[config.mk]
export PLATFORM = sky130hd
export DESIGN_NAME = stream_mux2_rr
export DESIGN_NICKNAME = d
export VERILOG_FILES = /design/src/rtl/stream_mux_pkg.sv /design/src/rtl/rr_arb2.sv /design/src/rtl/stream_mux2_rr.sv
export SDC_FILE = /design/constraint.sdc
export NUM_CORES = 1
export LEC_CHECK = 0
export ABC_AREA = 1
export BUFFER_PORTS_ARGS = -buffer_cell sky130_fd_sc_hd__buf_4
export CAP_MARGIN = 20
export CORE_ASPECT_RATIO = 0.9
export CORE_MARGIN = 2
export CORE_UTILIZATION = 40
export DETAILED_ROUTE_END_ITERATION = 10
export HOLD_SLACK_MARGIN = 0.1
export PLACE_DENSITY = 0.85
export SLEW_MARGIN = 5
export SYNTH_ARGS = -nofsm -noshare
export SYNTH_HDL_FRONTEND = slang
export SYNTH_SLANG_ARGS = --single-unit
[constraint.sdc]
create_clock -name clk -period 1.3 [get_ports clk]
set_clock_uncertainty 0.15 [all_clocks]
set_input_delay 0.065 -clock clk [delete_from_list [all_inputs] [get_ports clk]]
set_output_delay 0.065 -clock clk [all_outputs]
set_load 0.1 [all_outputs]
[src/rtl/stream_mux_pkg.sv]
// Shared types for the two-input round-robin stream multiplexer.
package stream_mux_pkg;

    typedef enum logic [1:0] {
        IDLE,
        LOCK_A,
        LOCK_B
    } lock_state_e;

    typedef enum logic {
        SRC_A = 1'b0,
        SRC_B = 1'b1
    } src_e;

endpackage

[src/rtl/rr_arb2.sv]
// Two-way round-robin arbiter that keeps the grant on one input until its packet's last beat.
module rr_arb2
    import stream_mux_pkg::*;
(
    input  logic clk,
    input  logic rst,
    input  logic a_valid,
    input  logic b_valid,
    input  logic a_last,
    input  logic b_last,
    input  logic load,
    output logic grant_a,
    output logic grant_b
);

    lock_state_e state_q, state_d;
    src_e        prio_q, prio_d;

    always_comb begin
        grant_a = 1'b0;
        grant_b = 1'b0;
        state_d = state_q;
        prio_d  = prio_q;

        unique case (state_q)
            IDLE: begin
                if (a_valid && b_valid) begin
                    grant_a = (prio_q == SRC_A);
                    grant_b = (prio_q == SRC_B);
                end else begin
                    grant_a = a_valid;
                    grant_b = b_valid;
                end
            end
            LOCK_A:  grant_a = a_valid;
            LOCK_B:  grant_b = b_valid;
            default: state_d = IDLE;
        endcase

        // Priority only moves when a packet completes, so stalled beats never rotate it.
        if (load && grant_a) begin
            if (a_last) begin
                state_d = IDLE;
                prio_d  = SRC_B;
            end else begin
                state_d = LOCK_A;
            end
        end else if (load && grant_b) begin
            if (b_last) begin
                state_d = IDLE;
                prio_d  = SRC_A;
            end else begin
                state_d = LOCK_B;
            end
        end
    end

    always_ff @(posedge clk) begin
        if (rst) begin
            state_q <= IDLE;
            prio_q  <= SRC_A;
        end else begin
            state_q <= state_d;
            prio_q  <= prio_d;
        end
    end

endmodule

[src/rtl/stream_mux2_rr.sv]
// Merges two valid/ready packet streams onto one registered output with packet-locked round robin.
module stream_mux2_rr
    import stream_mux_pkg::*;
#(
    parameter int unsigned WIDTH = 8
) (
    input  logic             clk,
    input  logic             rst,
    input  logic             a_valid,
    input  logic [WIDTH-1:0] a_data,
    input  logic             a_last,
    output logic             a_ready,
    input  logic             b_valid,
    input  logic [WIDTH-1:0] b_data,
    input  logic             b_last,
    output logic             b_ready,
    output logic             out_valid,
    output logic [WIDTH-1:0] out_data,
    output logic             out_last,
    output logic             out_src,
    input  logic             out_ready
);

    logic             load;
    logic             grant_a, grant_b;
    logic             out_valid_q, out_valid_d;
    logic [WIDTH-1:0] out_data_q, out_data_d;
    logic             out_last_q, out_last_d;
    src_e             out_src_q, out_src_d;

    assign load = ~out_valid_q | out_ready;

    rr_arb2 u_arb (
        .clk     (clk),
        .rst     (rst),
        .a_valid (a_valid),
        .b_valid (b_valid),
        .a_last  (a_last),
        .b_last  (b_last),
        .load    (load),
        .grant_a (grant_a),
        .grant_b (grant_b)
    );

    // Ready is masked during reset so no beat is consumed that the reset would then discard.
    assign a_ready = load & grant_a & ~rst;
    assign b_ready = load & grant_b & ~rst;

    always_comb begin
        out_valid_d = out_valid_q;
        out_data_d  = out_data_q;
        out_last_d  = out_last_q;
        out_src_d   = out_src_q;
        if (a_ready) begin
            out_valid_d = 1'b1;
            out_data_d  = a_data;
            out_last_d  = a_last;
            out_src_d   = SRC_A;
        end else if (b_ready) begin
            out_valid_d = 1'b1;
            out_data_d  = b_data;
            out_last_d  = b_last;
            out_src_d   = SRC_B;
        end else if (load) begin
            out_valid_d = 1'b0;
        end
    end

    always_ff @(posedge clk) begin
        if (rst) begin
            out_valid_q <= 1'b0;
            out_data_q  <= '0;
            out_last_q  <= 1'b0;
            out_src_q   <= SRC_A;
        end else begin
            out_valid_q <= out_valid_d;
            out_data_q  <= out_data_d;
            out_last_q  <= out_last_d;
            out_src_q   <= out_src_d;
        end
    end

    assign out_valid = out_valid_q;
    assign out_data  = out_data_q;
    assign out_last  = out_last_q;
    assign out_src   = out_src_q;

endmodule

==> results.toml, run 1 <==
[synth]
synth_area_sq_um = 789.5
yosysSeqAreaShare = 0.3550
ys_ff_latch = 14
synth_area_per_cell_sq_um = 6.748
ys_types = 19
yosysWarnings = 0
synth_cells = 117
syn_nets = 140

[grt]
antenna_found_initial = 0
grt_max_degree = 11

[placed_design]
port_buffers = 35
gp_congestion = 0.7368
place_hpwl_microns = 1460
post-place-ws_ns = -0.09116

[cts]
h-tree-depth = 1
cts.sink_count = 14
clockBufferDepth = 2
cts-root-buf = "clkbuf_4"
cts_inserted_buffers = 3

[outcome]
stop_error = "[ERROR DPL-0033] detailed placement checks failed during check placement."
failed_stage = "global routing"
run_status = "aborted with a tool error"

[floorplan]
die_x_microns = 50.83
ioPinCount = 36
start_util = 0.4165
die_h_microns = 46.15
row_count = 15

[sta]
worst-ep-kind = "primary output"
postGrtWorstEndpoint = "b_ready"
-- synth_stat cells (all sizes together) --
| master | n | area share |
|---|---|---|
| a21oi | 11 | 0.079 |
| clkbuf | 1 | 0.0047 |
| nand4 | 2 | 0.035 |
| o211a | 1 | 0.013 |
| o21ai | 1 | 0.0063 |
| dfxtp | 14 | 0.35 |
| inv | 19 | 0.090 |
| nand2 | 40 | 0.23 |
| buf | 2 | 0.029 |
| nor2 | 23 | 0.12 |
| nand3 | 2 | 0.025 |
| nor3 | 1 | 0.0063 |
-- stage by stage --
step	hold WS (ns)	util	setup TNS, ns	cells	cell area, sq um
2_1_floorplan	-0.02256	-	-2.488	117	824.5
3_3_place_gp	0.1438	0.6198	-0.2808	185	1175
4_1_cts	0.02778	0.8403	-2.048	219	1593
3_5_place_dp	0.1686	0.6198	-0.6794	185	1175
-- kinds of logic after synthesis --
logic type	Yosys count	synth area share
AO/OA/AOI/OAI	13	0.09825
buffers and inverters	22	0.1236
flip-flops	14	0.3550
AND/OR/NAND/NOR	68	0.4231
-- repair_timing --
item / CTS
cloned: 1
endpoints found under the hold margin: 14
setup endpoints to repair: 12
setup buffers: 8
pin swaps: 11
gates resized for setup: 23
hold buffers: 21
==> run 2: changes to the inputs <==
--- a/config.mk
+++ b/config.mk
@@ -8,12 +8,10 @@
 export ABC_AREA = 1
 export BUFFER_PORTS_ARGS = -buffer_cell sky130_fd_sc_hd__buf_4
 export CAP_MARGIN = 20
-export CORE_ASPECT_RATIO = 0.9
-export CORE_MARGIN = 2
-export CORE_UTILIZATION = 40
+export CORE_AREA = 2 2 63 65
 export DETAILED_ROUTE_END_ITERATION = 10
-export HOLD_SLACK_MARGIN = 0.1
-export PLACE_DENSITY = 0.85
+export DIE_AREA = 0 0 65 67
+export PLACE_DENSITY_LB_ADDON = 0.15
 export SLEW_MARGIN = 5
 export SYNTH_ARGS = -nofsm -noshare
 export SYNTH_HDL_FRONTEND = slang
==> constraint.sdc (replaced) <==
create_clock -name clk -period 1.7 [get_ports clk]
set_clock_uncertainty 0.15 [all_clocks]
set_input_delay 0.085 -clock clk [delete_from_list [all_inputs] [get_ports clk]]
set_output_delay 0.085 -clock clk [all_outputs]
set_load 0.1 [all_outputs]
==> results.toml, run 2 <==
[outcome]
run_status = "finished, final reports clean"

[worst_setup_path]
worstPathArrival_ns = 1.38
max_stage_delay_ns = 0.35
end_kind = "primary output"
cp_data_required_time_ns = 1.46
critPathMaxFanout = 5
cp-start-kind = "register"
critPathKind = "register to primary output"
path_cells = "nand2_4 -> nand2_2 -> a21oi_2 -> inv_1 -> nor2_4 -> buf_6"
worst-r2r-cell-count = 6
crit-reg2reg-launch = "u_arb.state_q[1]"
crit_slowest_cell = "dfxtp_4"
rrSetupSlack_ns = 0.21
reg2reg_to = "out_last"

[worst_hold_path]
min_path_cells = 5
hold_start = "b_data[4]"
whs_endpoint = "out_data[4]"
hold_class = "input pin to register"

[synth]
synth_area_per_cell_sq_um = 6.748
yosys.area.top_type_share = 0.3550
synthTopCellsByArea = "dfxtp_1, nand2_1, nor2_1"
yosysSeqAreaShare = 0.3550
synth_compound_area_frac = 0.09826
ys.flop_type = "dfxtp_1"
syn_nets = 140
synth_area_sq_um = 789.5
ys_ff_latch = 14
synth_top_cell_by_area = "dfxtp_1"
async_reset_ff_frac = 0
synth_edf_count = 0
yosysMostFrequentCell = "nand2_1"
synth_commonest_cells = "nand2_1, nor2_1, inv_1"
synth-xor-area-share = 0
synth_cells = 117
yosys.area_share.simple = 0.4231
synthAdderAreaFrac = 0
synth.area.mux_share = 0
yosysWarnings = 0
ys_types = 19
synth_top_family_by_area = "simple AND/OR/NAND/NOR gates"

[floorplan]
dieArea_sq_um = 4355
core_sq_um = 3606
die_x_microns = 65
die_h_microns = 67
ioPinCount = 36
start_util = 0.2189
row_count = 22

[sta]
period_needed_ns = 1.615
slew_violations = 0
rsz0062_at_grt = "no"
slew_headroom = 0.7838
tightest_slew_ns = 0.3240
max_freq_mhz = 619.0
finalSetupViolations = 0
period_share = 0.9502
hold_viol_final = 0

[cts]
cts.sink_count = 14
cts_inserted_buffers = 3
h-tree-depth = 1
tritoncts = "yes"
cts-root-buf = "clkbuf_8"
clk_latency_ns = 0.24
path_clk_slew_ns = 0.06
clockBufferDepth = 2

[route]
routed_wl_microns = 2105
ant_nets = 0
drtIter0Drc = 29
wl_met2_microns = 967
top_layer = "met4"
wirelength_met1_microns = 1011
dr.pass1.iters = 4
wl_per_cell_microns = 10.17
num_vias = 796
post-route-drc-count = 0
wl_met3_microns = 107
vias_per_cell = 3.845

[grt]
grt_overflow_total = 0
grt_pass1_vias = 717
antenna_found_initial = 0
grt_pass1_wl_microns = 3298
grt_max_degree = 20
track_usage = 0.1011

[finish]
nNetsFinal = 183
syn_to_final_growth_pct = 55.15
final_cell_mix = "buf_4, nand2_1, nor2_1"
largest_reg_flops = 8
layout-drive-gt1-share = 0.3774
final_common_cell = "buf_4"
diodes = 0
fin_cells = 207

[placed_design]
place_hpwl_microns = 1520
gp_congestion = 0.7135
place_inst = 197
port_buffers = 35

[power]
p_leak_nw = 0.6320
p_total_mw = 1.099
ir_worst_vdd_v = 0.0002992
p_per_area_nw_per_um2 = 896.8

[job]
maxCapViolCount = 0
-- run 2: cell counts after synthesis --
Identical to the previous run, type by type.
-- run 2: final cells by class --
cell class	instances	area [sq um]
fillers	407	2381
multi-input cells	81	425.4
repair buffers	41	325.3
flip-flops and latches	14	284.0
inverters	19	75.07
well taps	48	60.06
clock buffers	4	55.05
-- run 2: power by group --
group          switching (mW)  total, mW  internal (mW)
Sequential             0.0153      0.369          0.353
Combinational           0.287      0.407          0.120
Clock                   0.118      0.323          0.205
Total                   0.420       1.10          0.678
-- run 2: repair_timing --
item / 4_1_cts / 5_1_grt
hold endpoints to repair: 7 / 0
pin swaps: 0 / 1
setup buffers: 0 / 2
resized for setup: 3 / 0
setup endpoints to repair: 1 / 1
hold buffers: 4 / 0
-- run 2: worst max-delay path, delay by kind of cell (launching register included) --
family          cells  cell delay (ns)
compound gates      1             0.17
buf+inv             2             0.31
flops               1             0.35
simple gates        3             0.30
-- run 2: cells by family (layout without fill, tap and decap cells) --
family,count (synthesis),after routing
buffers and inverters,22,64
AO/OA/AOI/OAI,13,13
AND/OR/NAND/NOR,68,68
flip-flops,14,14
-- run 2: worst max path at each step --
stage | start | to | cells past startpoint
after global routing | out_valid | b_ready | 6
after global placement | u_arb.state_q[1] | out_last | 6
final | out_valid | b_ready | 6
after detailed placement | out_valid | b_ready | 6
after floorplan | out_valid | out_last | 7
after CTS | u_arb.state_q[1] | a_ready | 4
-- run 2: per-stage QoR --
| step | setup slack [ns] | hold slack, ns | TNS [ns] | cell area (sq um) | utilization |
|---|---|---|---|---|---|
| after floorplan | -0.1316 | -0.002556 | -0.1882 | 807.0 | - |
| after global placement | 0.2318 | 0.1761 | 0 | 1104 | 0.3060 |
| after detailed placement | 0.2043 | 0.1771 | 0 | 1104 | 0.3060 |
| after CTS | 0.04073 | 0.02682 | 0 | 1210 | 0.3355 |
| after global routing | 0.009192 | 0.04599 | 0 | 1225 | 0.3397 |
| final | 0.08458 | 0.02627 | 0 | 1225 | 0.3397 |
-- run 2: per-layer routing --
layer | vias up | track usage
met5 | - | 0
met4 | 0 | 0.03989
met3 | 2 | 0.02703
met2 | 19 | 0.1585
met1 | 339 | 0.1312
li1 | 436 | -
Note: power is estimated with default switching activity, not from simulation.
